[config.mk]
export PLATFORM = sky130hd
export DESIGN_NAME = apb_slave_32bit
export DESIGN_NICKNAME = d
export VERILOG_FILES = /design/src/rtl/apb_slave_32bit.sv
export SDC_FILE = /design/constraint.sdc
export NUM_CORES = 2
export LEC_CHECK = 0
export BUFFER_PORTS_ARGS = -buffer_cell sky130_fd_sc_hd__buf_2
export CAP_MARGIN = 20
export CORE_UTILIZATION = 55
export DETAILED_ROUTE_END_ITERATION = 8
export HOLD_SLACK_MARGIN = 0.12
export PLACE_DENSITY_LB_ADDON = 0.1
export SLEW_MARGIN = 20
export SYNTH_ARGS = -nofsm -noshare
export SYNTH_HDL_FRONTEND = slang
export SYNTH_SLANG_ARGS = --single-unit
[constraint.sdc]
create_clock -name p_clk -period 1.6 [get_ports p_clk]
set_input_delay 0.32 -clock p_clk [delete_from_list [all_inputs] [get_ports p_clk]]
set_output_delay 0.32 -clock p_clk [all_outputs]
set_load 0.01 [all_outputs]
[src/rtl/apb_slave_32bit.sv]
// ---------------------------------------------------------------------------
// apb_slave_32bit
//
// APB4 completer backed by a word-organised register memory of NumWords
// 32-bit entries. Every transfer completes with zero wait states. Writes are
// byte-strobed. Addresses at or beyond NumWords*4 are answered with p_slverr.
//
// Ports
//   p_clk      in   1  clock, rising edge
//   p_resetn   in   1  asynchronous active-low reset
//   p_addr     in  32  byte address (bits [1:0] ignored)
//   p_sel      in   1  slave select
//   p_enable   in   1  access-phase indicator
//   p_write    in   1  1 = write, 0 = read
//   p_wdata    in  32  write data
//   p_strb     in   4  byte-lane write strobes
//   p_rdata    out 32  registered read data
//   p_ready    out  1  transfer completion
//   p_slverr   out  1  transfer error, meaningful only with p_ready
//
// Handshake: a transfer is a setup cycle (p_sel=1, p_enable=0) followed by an
// access cycle (p_sel=1, p_enable=1). The access cycle is the "valid" side;
// p_ready is its "ready" and is raised in that same cycle, so the transfer
// completes at the rising edge that ends the access cycle. Outside an access
// cycle p_ready and p_slverr are 0.
// ---------------------------------------------------------------------------
module apb_slave_32bit #(
    parameter int NumWords = 64
) (
    input  logic        p_clk,
    input  logic        p_resetn,
    input  logic [31:0] p_addr,
    input  logic        p_sel,
    input  logic        p_enable,
    input  logic        p_write,
    input  logic [31:0] p_wdata,
    input  logic [3:0]  p_strb,
    output logic [31:0] p_rdata,
    output logic        p_ready,
    output logic        p_slverr
);

    localparam int          IdxW      = $clog2(NumWords);
    localparam logic [32:0] SizeBytes = 33'(NumWords) * 33'd4;

    logic [31:0]     mem_q [NumWords];
    logic [31:0]     rdata_q;
    logic [31:0]     rdata_d;
    logic [IdxW-1:0] word_idx;
    logic            in_range;
    logic            setup_ph;
    logic            access_ph;
    logic            wr_commit;

    // Byte offset within a word carries no meaning; accesses are word aligned.
    logic unused_addr_lsbs;
    assign unused_addr_lsbs = ^p_addr[1:0];

    assign word_idx  = p_addr[IdxW+1:2];
    assign in_range  = ({1'b0, p_addr} < SizeBytes);
    assign setup_ph  = p_sel & ~p_enable;
    assign access_ph = p_sel & p_enable;
    assign wr_commit = access_ph & p_write & in_range;

    // Gated by p_resetn so the response drops the instant reset is asserted,
    // even if the master still holds an access phase on the bus.
    assign p_ready  = p_resetn & access_ph;
    assign p_slverr = p_resetn & access_ph & ~in_range;
    assign p_rdata  = rdata_q;

    // Read data is captured in the setup cycle so it is stable for the whole
    // access cycle. Out-of-range reads return zero; idle cycles hold.
    always_comb begin
        rdata_d = rdata_q;
        if (setup_ph && !p_write) begin
            rdata_d = in_range ? mem_q[word_idx] : 32'h0;
        end
    end

    always_ff @(posedge p_clk or negedge p_resetn) begin
        if (!p_resetn) begin
            rdata_q <= 32'h0;
            mem_q   <= '{default: 32'h0};
        end else begin
            rdata_q <= rdata_d;
            if (wr_commit) begin
                for (int b = 0; b < 4; b++) begin
                    if (p_strb[b]) begin
                        mem_q[word_idx][8*b +: 8] <= p_wdata[8*b +: 8];
                    end
                end
            end
        end
    end

endmodule

After elaboration in Yosys (flattened, before gate mapping)
Index checks and enable logic that the tools add are counted.
{ "totals": {"in_bits": 73, "ff_bits": 2080} }
{ "classes": {"bitwise_logic": 9, "order_cmp": 3, "reduce_logical": 3, "muxes": 23} }
{ "ops": {"columns": ["cell", "n"], "rows": [
  ["$mux 2048", 7],
  ["$bwmux 2048", 4],
  ["$demux 32 s6", 4],
  ["$bmux 32 s6", 1],
  ["$mux 32", 4],
  ["$lt 32x9->1 const B", 1],
  ["$mux 24", 1],
  ["$mux 16", 1],
  ["$mux 8", 1],
  ["$ge 7x7->1 const B", 1],
  ["$lt 7x1->1 const B", 1],
  ["$not 6->7", 1],
  ["$and 1x1->1", 6],
  ["$logic_and 1x1->1", 2],
  ["$not 1->1", 2],
  ["$logic_not 1->1", 1]
]} }

Depth between registers and ports, before layout
{ "depth": {"word_depth": 16, "depth_mapped": 12} }

Worst setup path after synthesis
OpenSTA, ideal clock, no wires.
{ "synth_timing": {"path_kind": "input -> register", "from": "input port p_addr[19]", "to": "register mem_q[1744] (netlist bit)", "path_buffers": 3, "required_time_ns": 1.475, "path_slack_ns": -0.595, "cell_stages": 9, "setup_time_ns": 0.125, "t_arrival_ns": 2.070, "path_cell_list": "nor4_1 -> nand4_1 -> nor2_1 -> buf_4 -> nand4_1 -> buf_2 -> buf_6 -> nor2_4 -> mux2_2"} }
{ "synth_via": {"elab_chain_len": 2} }
{ "synth_rtl": {"columns": ["item", "line", "text"], "rows": [
  ["from (decl)", "32", "input logic [31:0] p_addr,"],
  ["$lt 32x9->1", "60", "assign in_range = ({1'b0, p_addr} < SizeBytes);"],
  ["$and 1x1->1", "63", "assign wr_commit = access_ph & p_write & in_range;"],
  ["to (signal, indexed assignment)", "89", "mem_q[word_idx][8*b +: 8] <= p_wdata[8*b +: 8];"],
  ["to (decl)", "46", "logic [31:0] mem_q [NumWords];"]
]} }
No other way between the ends.
A chain may end at the register's enable or synchronous reset.

Worst setup path after layout
{ "layout_timing": {"from": "input port p_addr[10]", "to": "register mem_q[119] (netlist bit)"} }
Same word-level chain as after synthesis.

==> impl_metrics.env <==
export IMPL_post_dp_cell_area_um2=109000
export IMPL_synth_top_family_by_area="multiplexers"
export IMPL_yosysSeqAreaShare_pct=54.1
export IMPL_synth_compound_area_share_pct=5.90
export IMPL_p_leak_nw=58.6
export IMPL_grt_pass1_wl_um=480000
export IMPL_start_kind="input port"
export IMPL_cp_required_ns=2.35
export IMPL_r2r_start="mem_q[1094]"
export IMPL_final_max_slew_viol_count=0
export IMPL_port_buffers=104
export IMPL_dr_pass1_iters=6
export IMPL_whs_endpoint="p_rdata[27]"
export IMPL_cts_root_buffer="clkbuf_16"
export IMPL_min_from="p_addr[20]"
export IMPL_yosysMostFrequentCell="mux2_2"
export IMPL_hold_depth=6
export IMPL_ir_drop_mv=0.997
export IMPL_cpMaxStageDelayCell="mux2_2"
export IMPL_max_cap_violations=0
export IMPL_fin_crit_sh_pct=132
export IMPL_setup_ws_ns=-0.509
export IMPL_async_reset_ff_share_pct=100
export IMPL_final_cells=10100
export IMPL_cp_num_buf_inv=7
export IMPL_synth_ff_type="dfrtp_1"
export IMPL_hold_viol_final=0
export IMPL_status="finished, violations left"
export IMPL_avgSynthCellArea_um2=14.4
export IMPL_fin_nets=7618
export IMPL_drive_gt1_share_pct=54.9
export IMPL_p_per_area_nw_per_um2=955
export IMPL_r2r_end="p_rdata[6]"
export IMPL_grt_max_degree=116
export IMPL_wire_per_inst_um=33.2
export IMPL_die_area_um2=177000
export IMPL_clkTransAtPathRegs_ns=0.06
export IMPL_synth_area_mux_share_pct=32.7
export IMPL_syn_nets=6740
export IMPL_grt_pass1_vias=67200
export IMPL_via_per_inst=6.56
export IMPL_syn_cell_area_um2=96200
export IMPL_dpl_hpwl_um=228000
export IMPL_failed_checks="setup timing"
export IMPL_worst_pin_slew_ns=0.703
export IMPL_crit_family="buffers and inverters"
export IMPL_slew_headroom_pct=53.1
export IMPL_synth_common_cells="mux2_2 (2146), dfrtp_1 (2080), clkbuf_1 (254)"
export IMPL_crit_arrival_ns=2.86
export IMPL_ant_nets=0
export IMPL_wl_um=334000
export IMPL_rsz0062_at_grt="yes"
export IMPL_synth_top_area_cell="dfrtp_1"
export IMPL_die_h_um=420
export IMPL_synth_edf_count=0
export IMPL_ys_warn_count=0
export IMPL_skew_ns=0.0305
export IMPL_cpPeakStageDelay_ns=0.33
export IMPL_fmax_ghz=0.474
export IMPL_grt_usage_pct=37.7
export IMPL_synth_top_cells_by_area="dfrtp_1 (54%), mux2_2 (25%), mux4_2 (4.4%), mux2i_1 (1.9%), o22ai_1 (1.5%)"
export IMPL_drc=0
export IMPL_ys_ff_latch=2080
export IMPL_synth_xor_area_share_pct=0
export IMPL_clk_latency_ns=0.90
export IMPL_post_route_cell_area_um2=119000
export IMPL_n_fill_cell=12200
export IMPL_cts_buffers=214
export IMPL_synthSimpleGateAreaFrac_pct=4.12
export IMPL_hp_class="input port to flop"
export IMPL_synth_top_area_share_pct=54.1
export IMPL_start_util_pct=55.3
export IMPL_crit_path_cell_trace="buf_6, nor4_4, nand4_1, buf_6, nor2_4, buf_12, buf_8, nand4_1, buf_4, buf_8, nor2_4, buf_12, mux2_2"
export IMPL_die_w_um=420
export IMPL_synth_fa_ha_area_share_pct=0
export IMPL_area_growth_syn_to_layout_pct=24.0
export IMPL_netlist_instances=6667
export IMPL_htreeDepth=4
export IMPL_overflow=0
export IMPL_path_max_fanout=8
export IMPL_cts_sinks=2080
export IMPL_dp_cells=9565
export IMPL_rows=153
export IMPL_clk_path_buf_depth=3
export IMPL_endpoint_kind="flop"
export IMPL_route_vias_total=66000
export IMPL_rr_worst_depth=9
export IMPL_drt_iter0_markers=6733
export IMPL_setup_viol=2113
export IMPL_io_pins=107
export IMPL_fin_setup_tns_ns=-756.96
export IMPL_cts_tree="done"
export IMPL_core_um2=174000
export IMPL_r2r_slack_ns=-0.36
export IMPL_layout_min_cycle_time_ns=2.11
export IMPL_routabilityCongestion=0.983
export IMPL_crit_type="input port to flop"
export IMPL_yosysUniqueCellTypes=94
export IMPL_antenna_found_initial=5
export IMPL_hold_ws_ns=0.162
## repair_timing
| item | 4_1_cts | 5_1_grt |
|---|---|---|
| pin swaps | 44 | 31 |
| setup buffers | 16 | 37 |
| hold endpoints to repair | 3474 | 0 |
| setup endpoints to repair | 2068 | 2113 |
| hold buffers | 36 | 0 |
| gates resized for setup | 172 | 256 |
| gates cloned | 4 | 11 |
## worst max path at each step
stage / startpoint / endpoint / slack [ns] / depth (start not counted)
finish: p_addr[10] / mem_q[119] / -0.51 / 13
global placement: p_addr[18] / p_rdata[6] / -1.54 / 11
detailed placement: p_addr[12] / p_rdata[12] / -1.53 / 10
global route: p_addr[29] / mem_q[1135] / -0.50 / 13
floorplan: p_addr[4] / mem_q[1744] / -0.52 / 8
CTS: p_addr[9] / p_slverr / -0.42 / 9
## power by group
part | leakage (nW) | internal [mW] | total (mW) | switching [mW]
registers | 29.1 | 52.6 | 52.6 | 0.000000226
logic | 25.8 | 2.76 | 8.38 | 5.62
clock network | 3.70 | 31.0 | 53.0 | 22.0
total | 58.6 | 86.4 | 114 | 27.6
## layout by cell type (no fill, tap or decap), types with 15 or more instances in the layout
| cell | instances |
|---|---|
| a22oi_1 | 53 |
| o221ai_1 | 122 |
| mux2_2 | 1883 |
| nand2_8 | 21 |
| nor2_4 | 94 |
| dfrtp_1 | 2065 |
| mux4_2 | 194 |
| mux2_4 | 265 |
| clkbuf_1 | 39 |
| nand2_1 | 172 |
| mux4_1 | 35 |
| o22a_1 | 18 |
| clkinv_2 | 35 |
| o21ai_0 | 99 |
| buf_12 | 315 |
| nand2_2 | 96 |
| o22ai_1 | 213 |
| buf_8 | 15 |
| mux2i_1 | 177 |
| clkbuf_8 | 65 |
| a21oi_1 | 94 |
| bufinv_16 | 19 |
| buf_2 | 78 |
| buf_6 | 58 |
| a221oi_1 | 23 |
| buf_4 | 680 |
| nand2_4 | 32 |
| dlygate4sd3_1 | 34 |
| dfrtp_2 | 15 |
| clkbuf_16 | 225 |
| nor2_1 | 99 |
| a211oi_1 | 27 |
| nand3_4 | 19 |
## per-stage QoR
stage / total power [mW] / util, % / worst slack [ns]
6_report: 114 / 68.6 / -0.509
5_1_grt: 117 / 68.6 / -0.502
4_1_cts: 114 / 67.6 / -0.425
3_5_place_dp: 61.6 / 62.5 / -1.53
3_3_place_gp: 61.5 / 62.5 / -1.54
2_1_floorplan: 56.7 / - / -0.519
## kinds of logic after synthesis
group / after synthesis
simple gates: 673
compound gates: 808
mux: 2568
flops: 2080
buf+inv: 538
## flip-flops by register name (all words and copies together), names as in the netlist
name     cells
mem_q     2048
p_rdata     32
## tightest hold or removal path: stages
cell and delay [ns]:
buf_2 0.07, nor4_1 0.03, nand2_1 0.21, buf_4 0.19
or4_1 0.12, o31ai_1 0.07
## layer usage
layer,wire [um],track usage (%)
met5,27,0
met2,151000,56.9
met1,134000,51.5
met4,20000,19.3
met3,29400,8.13
## layout make-up
| cell class | count | area, um2 | area share [%] |
|---|---|---|---|
| Clock buffer | 321 | 6470 | 5.43 |
| Timing Repair Buffer | 1195 | 13400 | 11.3 |
| Sequential cell | 2080 | 52100 | 43.7 |
| Inverter | 5 | 25.0 | 0.0210 |
| Tap cell | 2325 | 2910 | 2.44 |
| Multi-Input combinational cell | 4049 | 43300 | 36.3 |
| Clock inverter | 74 | 1020 | 0.855 |
| Antenna cell | 6 | 15.0 | 0.0126 |
Note: power is estimated with default switching activity, not from simulation.
